==> src/rtl/dat_mem_seq.sv <==
// Block-command sequencer driving a single-port memory (combinational read,
// clocked write): COPY, FILL and CHECKSUM over an address range that wraps.
module dat_mem_seq #(
   parameter int AW = 8,
   parameter int DW = 8,
   parameter int SW = 16
) (
   input  logic          clk,
   input  logic          reset,
   input  logic          start,
   input  logic [1:0]    op,
   input  logic [AW-1:0] src_addr,
   input  logic [AW-1:0] dst_addr,
   input  logic [AW:0]   length,
   input  logic [DW-1:0] fill_val,
   output logic          busy,
   output logic          done,
   output logic [SW-1:0] sum,
   output logic [AW-1:0] mem_addr,
   output logic [DW-1:0] mem_wr_data,
   output logic          mem_wr_en,
   input  logic [DW-1:0] mem_rd_data
);

   localparam logic [1:0] S_IDLE = 2'd0;
   localparam logic [1:0] S_RD   = 2'd1;
   localparam logic [1:0] S_WR   = 2'd2;
   localparam logic [1:0] S_DONE = 2'd3;

   localparam logic [1:0] OP_COPY = 2'd0;
   localparam logic [1:0] OP_FILL = 2'd1;
   localparam logic [1:0] OP_SUM  = 2'd2;
   localparam logic [1:0] OP_RSV  = 2'd3;

   localparam logic [AW-1:0] ONE_A = 1;
   localparam logic [AW:0]   ONE_R = 1;

   logic [1:0]    r_state;
   logic [1:0]    r_op;
   logic [AW-1:0] r_src;
   logic [AW-1:0] r_dst;
   logic [AW:0]   r_rem;
   logic [DW-1:0] r_fill;
   logic [DW-1:0] r_hold;
   logic [SW-1:0] r_sum;

   logic          w_last;
   logic [SW-1:0] w_rd_ext;

   assign w_last   = (r_rem == ONE_R);
   assign w_rd_ext = {{(SW-DW){1'b0}}, mem_rd_data};

   always_ff @(posedge clk) begin
      if (reset) begin
         r_state <= S_IDLE;
         r_sum   <= '0;
      end else begin
         case (r_state)
            S_IDLE: begin
               if (start) begin
                  r_op   <= op;
                  r_src  <= src_addr;
                  r_dst  <= dst_addr;
                  r_rem  <= length;
                  r_fill <= fill_val;
                  if (length == '0 || op == OP_RSV) begin
                     r_state <= S_DONE;
                  end else if (op == OP_FILL) begin
                     r_state <= S_WR;
                  end else begin
                     r_state <= S_RD;
                     if (op == OP_SUM) r_sum <= '0;
                  end
               end
            end
            S_RD: begin
               if (r_op == OP_SUM) begin
                  r_sum <= r_sum + w_rd_ext;
                  r_src <= r_src + ONE_A;
                  r_rem <= r_rem - ONE_R;
                  if (w_last) r_state <= S_DONE;
               end else begin
                  r_hold  <= mem_rd_data;
                  r_state <= S_WR;
               end
            end
            S_WR: begin
               r_dst <= r_dst + ONE_A;
               r_rem <= r_rem - ONE_R;
               if (r_op == OP_COPY) r_src <= r_src + ONE_A;
               if (w_last)                r_state <= S_DONE;
               else if (r_op == OP_COPY)  r_state <= S_RD;
               else                       r_state <= S_WR;
            end
            default: r_state <= S_IDLE;
         endcase
      end
   end

   // Write enable is gated by reset so an abort suppresses the in-flight write.
   always_comb begin
      mem_addr    = '0;
      mem_wr_data = '0;
      mem_wr_en   = 1'b0;
      case (r_state)
         S_RD: mem_addr = r_src;
         S_WR: begin
            mem_addr    = r_dst;
            mem_wr_data = (r_op == OP_FILL) ? r_fill : r_hold;
            mem_wr_en   = !reset;
         end
         default: ;
      endcase
   end

   assign busy = (r_state == S_RD) || (r_state == S_WR);
   assign done = (r_state == S_DONE);
   assign sum  = r_sum;

endmodule
==> config.mk <==
export PLATFORM = sky130hd
export DESIGN_NAME = dat_mem_seq
export DESIGN_NICKNAME = d
export VERILOG_FILES = /design/src/rtl/dat_mem_seq.sv
export SDC_FILE = /design/constraint.sdc
export NUM_CORES = 1
export LEC_CHECK = 0
export ABC_CLOCK_PERIOD_IN_PS = 7850
export CAP_MARGIN = 30
export CORE_MARGIN = 10
export CORE_UTILIZATION = 55
export DETAILED_ROUTE_END_ITERATION = 10
export GPL_TIMING_DRIVEN = 0
export PLACE_DENSITY_LB_ADDON = 0.2
export SLEW_MARGIN = 10
export SYNTH_ARGS = -nofsm -noshare
export SYNTH_HDL_FRONTEND = slang
export SYNTH_SLANG_ARGS = --single-unit
export TNS_END_PERCENT = 100
==> constraint.sdc <==
create_clock -name clk -period 7.85 [get_ports clk]
set_input_delay 2.355 -clock clk [delete_from_list [all_inputs] [get_ports clk]]
set_output_delay 2.355 -clock clk [all_outputs]
set_load 0.01 [all_outputs]
==> flow_summary.json, run 1 <==
{
  "status": "finished clean",
  "synth_async_sr_flop_share_pct": 0,
  "first_global_vias": 3034,
  "h-tree-depth": 3,
  "drv_cap": 0,
  "drc": 0,
  "ioPinCount": 81,
  "worst_pin_slew_ns": 0.892,
  "final_cells": 525,
  "syn_area_per_cell_um2": 10.3,
  "tritoncts": "done",
  "vdd_drop_max_mv": 0.220,
  "final_layout_size_suffix_gt1_share_pct": 9.38,
  "ctsResizeCount": 0,
  "clkSinkCount": 61,
  "routed_via_density": 5.83,
  "path_common_cell": "clkdlybuf4s50_1",
  "hpwl_mm": 7.02,
  "setup_tns_ns": 0,
  "hold_class": "reg2reg",
  "wl_per_cell_um": 17.4,
  "period_share_pct": 76.8,
  "antennaDiodeCount": 0,
  "synthesis.nets": 413,
  "synth_cell_type_count": 60,
  "cts_hold_buffers": 0,
  "period_needed_ns": 6.03,
  "synth_top_area_share_pct": 36.0,
  "ys_top_cells_by_count": "edfxtp_1, a21oi_1, nor2_1",
  "die_w_um": 101,
  "ant_nets": 0,
  "finalClockSkew_ns": 0.00804,
  "grt_setup_unrepaired": "no",
  "num_vias": 3062,
  "cts_setup_buffers": 0,
  "critPathCaptureType": "output port",
  "crit_path_start_kind": "input pin",
  "crit_fanout": 10,
  "crit_path_max_incr_delay_ns": 0.57,
  "clkTransAtPathRegs_ns": 0.07,
  "initial_core_util_pct": 56.5,
  "final_util_pct": 74.4,
  "hold_slack_ns": 0.482,
  "ys_seq_area_share_pct": 46.0,
  "criticalPathCategory": "in2out",
  "setup_viol": 0,
  "drt_iter0_markers": 148,
  "yosys-top-cells-area": "edfxtp_1, dfxtp_1, ha_1",
  "dr.pass1.iters": 4,
  "fillerInstances": 445,
  "r2r_setup_slack_ns": 5.20,
  "finalNetCount": 506,
  "worstPathRequired_ns": 5.50,
  "grt_pass1_wl_mm": 14.7,
  "ys_warn_count": 0,
  "clk_root_buffer_cell": "clkbuf_8",
  "slew_headroom_pct": 40.0,
  "cp_slowest_cell": "clkdlybuf4s50_1",
  "grt_max_degree": 12,
  "leakage_nw": 1.70,
  "grt-ovfl-total": 0,
  "gr-usage-all-layers_pct": 17.8,
  "power.density_nw_per_um2": 265,
  "rows": 29,
  "yosys.area.top_type": "edfxtp_1",
  "design_power_total_w": 0.00125,
  "dieArea_um2": 10200,
  "synth.most_common_cell": "edfxtp_1",
  "gp_congestion": 0.927,
  "syn_area_um2": 3590,
  "arrival_ns": 3.67,
  "io_buffers": 80,
  "synth_flop_cell": "edfxtp_1",
  "fmax_mhz": 166,
  "cp_cell_sequence": "clkdlybuf4s50_1, buf_6, nor2b_1, clkdlybuf4s50_1",
  "place_inst": 509,
  "antenna_found_initial": 0,
  "finalMaxSlewViolations": 0,
  "routed_wl_mm": 9.11,
  "fp.dieH_um": 101,
  "postSynthCellCount": 350,
  "syn2layout_area_growth_pct": 31.6,
  "cts_buffers": 9,
  "hold_viol_final": 0,
  "clock_latency_ns": 0.35,
  "synth-edff-count": 43,
  "cts_buffer_depth": 2,
  "core_um2": 6350,
  "ys_ff_latch": 61
}
final timing paths:
path,startpoint,end,depth (start not counted)
worst max register to register,r_state[1]$_SDFFE_PP0P_,r_src[0]$_DFFE_PP_,7
worst max-delay path,reset,mem_wr_en,4
worst min-delay path,sum[2]$_SDFFE_PP0P_,sum[2]$_SDFFE_PP0P_,2
worst min register to register,sum[2]$_SDFFE_PP0P_,sum[2]$_SDFFE_PP0P_,2
cells by family after synthesis:
logic type | Yosys count | share of synthesized area [%]
XOR/XNOR | 21 | 5.12
AO/OA/AOI/OAI | 87 | 16.5
flip-flops | 61 | 46.0
multiplexers | 15 | 4.29
buffers and inverters | 25 | 3.90
adder cells (fa/ha/maj) | 17 | 6.13
AND/OR/NAND/NOR | 124 | 18.1
where the power goes:
part	total [W]	switching (W)	internal [W]	leakage (nW)
logic	0.000463	0.000253	0.000210	1.05
clock network	0.000319	0.000131	0.000188	0.106
registers	0.000470	0.0000428	0.000427	0.543
total	0.00125	0.000427	0.000825	1.70
worst max-delay path, delay by kind of cell:
kind / cells / cell delay, ns
AND/OR/NAND/NOR: 1 / 0.15
buffers and inverters: 3 / 1.16
metrics by stage:
step	setup slack [ns]	area [um2]
6_report	1.82	4720
3_3_place_gp	1.82	4490
3_5_place_dp	1.79	4500
5_1_grt	1.79	4720
4_1_cts	1.80	4720
2_1_floorplan	2.84	3590
registers in the layout (all words and copies together) (netlist names):
register,flops
r_dst,8
r_fill,8
r_hold,8
r_op,2
r_rem,9
r_src,8
r_state,2
sum,16
final cells by class:
type                       count  area [um2]  area share (%)
buffer                        13        95.1            2.01
clock buffer                  11         141            2.99
clock inverter                 5        83.8            1.77
inverter                      12        45.0           0.953
multi-input combinational    264        1800            38.1
sequential                    61        1650            35.0
tap                           77        96.3            2.04
timing repair buffer          82         813            17.2
layer usage:
layer	GRT usage [%]	vias to the layer above	wire (um)
li1	-	1488	-
met1	22.9	1431	3960
met2	27.2	119	4230
met3	4.87	24	728
met4	7.72	0	189
met5	0	-	0
cell usage in the layout, fill, tap and decap left out, types with 5 or more instances in the layout:
cell             count
a21oi_1             32
a22oi_1              7
and3_1               6
clkbuf_1             9
clkbuf_8            10
clkdlybuf4s50_1     80
dfxtp_1             18
edfxtp_1            43
ha_1                16
inv_1               12
mux2i_1             12
nand2_1             21
nand3_1             16
nor2_1              31
nor2b_1             19
nor3_1               5
o21ai_0              9
xnor2_1             12
xor2_1               9
No activity file was read; power rests on OpenSTA's default activity.
==> run 2, diff against run 1 <==
Settings changed: ABC_CLOCK_PERIOD_IN_PS 7850 to 6300, CORE_UTILIZATION 55 to 51.
Clock period 7.85 ns to 6.3 ns, I/O delays scaled along.
==> run 2 against run 1 <==
Compared with the run above:
- non-clock buffer count unchanged
- cell area decreased by 0.29%
- worst setup slack got worse by 0.59 ns
- via count decreased by 1.3%
- register-to-register slack got worse by 1.4 ns
- first-iteration DRC count increased by 13%
- hold slack got worse by 0.0064 ns
- critical path depth unchanged
- utilization decreased by 5.4 points
==> flow_summary.json, run 2 (synthesis gave the netlist of run 1 again) <==
{
  "slew_headroom_pct": 37.1,
  "finalClockSkew_ns": 0.0148,
  "drc": 0,
  "worstPathRequired_ns": 4.41,
  "whs_endpoint": "sum[2]$_SDFFE_PP0P_",
  "dieArea_um2": 10800,
  "wl_per_cell_um": 17.0,
  "setup_tns_ns": 0,
  "grt_pass1_wl_mm": 15.2,
  "power.density_nw_per_um2": 318,
  "worst_pin_slew_ns": 0.936,
  "io_buffers": 80,
  "cp_slowest_cell": "clkdlybuf4s50_1",
  "critPathCaptureType": "output port",
  "routed_wl_mm": 9.22,
  "cts_buffer_depth": 2,
  "hold_viol_final": 0,
  "initial_core_util_pct": 52.5,
  "cts_hold_buffers": 0,
  "status": "finished clean",
  "drv_cap": 0,
  "ant_nets": 0,
  "largest_reg_flops": 16,
  "crit_path_start_kind": "input pin",
  "holdPathStages": 2,
  "clkSinkCount": 61,
  "ctsResizeCount": 0,
  "crit_path_max_incr_delay_ns": 0.56,
  "finalNetCount": 506,
  "h-tree-depth": 3,
  "antennaDiodeCount": 0,
  "routed_via_density": 5.56,
  "gp_congestion": 0.862,
  "ioPinCount": 81,
  "min_from": "sum[2]$_SDFFE_PP0P_",
  "num_vias": 3022,
  "die_w_um": 104,
  "clock_latency_ns": 0.34,
  "antenna_found_initial": 0,
  "grt_setup_unrepaired": "no",
  "vdd_drop_max_mv": 0.290,
  "period_share_pct": 80.4,
  "period_needed_ns": 5.06,
  "gr-usage-all-layers_pct": 16.9,
  "path_common_cell": "clkdlybuf4s50_1",
  "hold_class": "reg2reg",
  "reg2reg_from": "r_state[0]$_SDFFE_PP0P_",
  "reg2reg_depth": 7,
  "criticalPathCategory": "in2out",
  "final_common_cell": "clkdlybuf4s50_1",
  "cp_cell_sequence": "clkdlybuf4s50_1, buf_6, nor2b_1, clkdlybuf4s50_1",
  "fmax_mhz": 198,
  "critical-path-top-delay-family": "buffers and inverters",
  "first_global_vias": 3059,
  "leakage_nw": 1.69,
  "tritoncts": "done",
  "dr.pass1.iters": 4,
  "final_layout_size_suffix_gt1_share_pct": 9.15,
  "worst-path-buf-inv": 3,
  "rows": 30,
  "syn2layout_area_growth_pct": 31.2,
  "r2r_setup_slack_ns": 3.78,
  "place_inst": 527,
  "drt_iter0_markers": 167,
  "layout_common_cells": "clkdlybuf4s50_1, edfxtp_1, a21oi_1",
  "grt-ovfl-total": 0,
  "core_um2": 6830,
  "hold_slack_ns": 0.476,
  "timing.rr.end": "sum[13]$_SDFFE_PP0P_",
  "hpwl_mm": 7.11,
  "arrival_ns": 3.17,
  "cts_buffers": 9,
  "clk_root_buffer_cell": "clkbuf_8",
  "finalMaxSlewViolations": 0,
  "cts_setup_buffers": 0,
  "final_cells": 544,
  "fp.dieH_um": 104,
  "crit_fanout": 10,
  "clkTransAtPathRegs_ns": 0.06,
  "grt_max_degree": 12,
  "setup_viol": 0
}
[run 2: changes by cell type in the layout (fill, tap and decap cells not counted), sizes merged]
cell      previous run  this run
clkinv               1         4
bufinv               2         1
clkbuf              19        18
clkinvlp             2         1
[run 2: through the flow]
stage	power, W	worst slack, ns	util, %	cell area [um2]
2_1_floorplan	0.000958	2.22	-	3590
3_3_place_gp	0.00115	1.20	66.0	4510
3_5_place_dp	0.00117	1.20	66.2	4520
4_1_cts	0.00150	1.21	68.8	4700
5_1_grt	0.00158	1.18	69.0	4710
6_report	0.00150	1.24	69.0	4710
[run 2: layer usage]
metal	vias to the layer above	track usage [%]	routed length, um
met5	-	0	0
met4	0	4.77	103
met3	11	4.46	433
met2	91	26.8	4340
met1	1436	22.2	4350
li1	1484	-	-
[run 2: final cells by class]
class	count	area (um2)
inverters	12	45.0
clock buffers	10	128
plain buffers	13	95.1
flip-flops and latches	61	1650
repair buffers	82	813
fillers	571	2120
clock inverters	6	55.1
well taps	96	120
multi-input cells	264	1800
[run 2: report_power, final]
group,total (W),internal (W),switching [W]
clock,0.000327,0.000179,0.000148
sequential,0.000587,0.000533,0.0000542
combinational,0.000583,0.000261,0.000322
total,0.00150,0.000972,0.000524
[run 2: how the worst max path moves through the flow]
stage           endpoint  startpoint  cells past startpoint
2_1_floorplan  mem_wr_en       reset                      2
3_3_place_gp   mem_wr_en       reset                      4
3_5_place_dp   mem_wr_en       reset                      4
4_1_cts        mem_wr_en       reset                      4
5_1_grt        mem_wr_en       reset                      4
6_report       mem_wr_en       reset                      4
[run 2: worst min-delay path, stage by stage, from the launching register on]
cell     delay, ns
dfxtp_1       0.33
nand2_1       0.06
a21oi_1       0.05
==> run 3, diff against run 2 <==
Settings changed: ABC_CLOCK_PERIOD_IN_PS 6300 to 4600, CORE_UTILIZATION 51 to 46.
Clock period 6.3 ns to 4.6 ns, I/O delays scaled along.
==> run 3 against run 2 <==
Compared with the run above:
- register-to-register slack got worse by 1.7 ns
- worst setup slack got worse by 0.69 ns
- critical path type unchanged
- count of clock-buffer cells in the layout shrank 1
- via count is 0.53% lower
==> flow_summary.json, run 3 (synthesis gave the netlist of run 1 again) <==
{
  "slew_headroom_pct": 42.4,
  "crit_path_start_kind": "input pin",
  "grt_pass1_wl_mm": 15.3,
  "criticalPathCategory": "in2out",
  "crit_fanout": 10,
  "crit_path_max_incr_delay_ns": 0.56,
  "grt_busiest_layer": "met2",
  "grt_max_degree": 13,
  "h-tree-depth": 3,
  "clkSinkCount": 61,
  "clk_root_buffer_cell": "clkbuf_8",
  "drv_cap": 0,
  "cts_buffer_depth": 2,
  "dieArea_um2": 11700,
  "syn2layout_area_growth_pct": 32.6,
  "largest_reg_flops": 16,
  "drt_iter0_markers": 142,
  "antenna_found_initial": 0,
  "period_share_pct": 88.1,
  "cts_setup_buffers": 0,
  "hpwl_mm": 7.21,
  "dr.pass1.iters": 4,
  "grt_setup_unrepaired": "no",
  "num_vias": 3006,
  "final_common_cell": "clkdlybuf4s50_1",
  "die_w_um": 108,
  "first_global_vias": 3073,
  "setup_viol": 0,
  "grt-ovfl-total": 0,
  "reg2reg_from": "sum[0]$_SDFFE_PP0P_",
  "gp_congestion": 0.832,
  "wl_per_cell_um": 17.3,
  "place_inst": 534,
  "setup_tns_ns": 0,
  "cp_cell_sequence": "clkdlybuf4s50_1, buf_6, nor2b_1, clkdlybuf4s50_1",
  "antennaDiodeCount": 0,
  "critPathCaptureType": "output port",
  "finalNetCount": 508,
  "period_needed_ns": 4.05,
  "cts_buffers": 9,
  "status": "finished clean",
  "routed_via_density": 5.45,
  "gr-usage-all-layers_pct": 16.4,
  "design_power_total_w": 0.00213,
  "core_um2": 7650,
  "use_met2_pct": 27.7,
  "place_area_um2": 4530,
  "arrival_ns": 2.67,
  "layout_common_cells": "clkdlybuf4s50_1, edfxtp_1, a21oi_1",
  "min_from": "sum[2]$_SDFFE_PP0P_",
  "ctsResizeCount": 0,
  "initial_core_util_pct": 46.9,
  "cp_slowest_cell": "clkdlybuf4s50_1",
  "final_cells": 552,
  "ioPinCount": 81,
  "io_buffers": 80,
  "crit_path_start": "reset",
  "tritoncts": "done",
  "hold_viol_final": 0,
  "hold_slack_ns": 0.476,
  "fmax_mhz": 247,
  "clock_latency_ns": 0.33,
  "finalMaxSlewViolations": 0,
  "routed_wl_mm": 9.54,
  "path_common_cell": "clkdlybuf4s50_1",
  "power.density_nw_per_um2": 448,
  "rows": 32,
  "ant_nets": 0,
  "design_area_um2": 4760,
  "use_met3_pct": 4.46,
  "fp.dieH_um": 108,
  "vdd_drop_max_mv": 0.194,
  "drc": 0,
  "cts_hold_buffers": 0,
  "worstPathRequired_ns": 3.22,
  "final_layout_size_suffix_gt1_share_pct": 10.0,
  "clkTransAtPathRegs_ns": 0.08,
  "hold_class": "reg2reg",
  "finalClockSkew_ns": 0.0135,
  "leakage_nw": 1.71,
  "worst_pin_slew_ns": 0.860,
  "grt_util_met1_pct": 20.0
}
run 3: layout make-up:
cell class | instances | area (um2)
clock inverter | 7 | 98.8
timing repair buffer | 84 | 821
sequential | 61 | 1650
inverter | 12 | 45.0
tap | 102 | 128
clock buffer | 9 | 124
fill | 644 | 2890
multi-input combinational | 264 | 1800
buffer | 13 | 95.1
run 3: worst paths after layout:
kind | endpoint | slack (ns) | cells past startpoint
setup / recovery | mem_wr_en | 0.55 | 4
hold reg to reg | sum[2]$_SDFFE_PP0P_ | 0.48 | 2
setup reg to reg | sum[10]$_SDFFE_PP0P_ | 2.10 | 9
hold / removal | sum[2]$_SDFFE_PP0P_ | 0.48 | 2
run 3: power breakdown:
part	total, W	internal [W]	switching, W
sequential	0.000804	0.000729	0.0000747
combinational	0.000795	0.000360	0.000435
clock	0.000533	0.000308	0.000226
total	0.00213	0.00140	0.000735
run 3: worst max-delay path, delay by kind of cell:
kind / cells / cell delay (ns)
buffers and inverters: 3 / 1.15
and+or+nand+nor: 1 / 0.14
run 3: through the flow:
step / utilization [%] / worst slack, ns
after detailed placement: 59.2 / 0.529
after global routing: 62.3 / 0.358
after global placement: 59.1 / 0.525
after CTS: 62.1 / 0.525
final: 62.3 / 0.548
after floorplan: - / 1.39
run 3: metal layers:
layer | up-vias | share of wire, %
li1 | 1486 | -
met3 | 2 | 6.4
met4 | 0 | 0.38
met2 | 73 | 50
met5 | - | 0
met1 | 1445 | 43
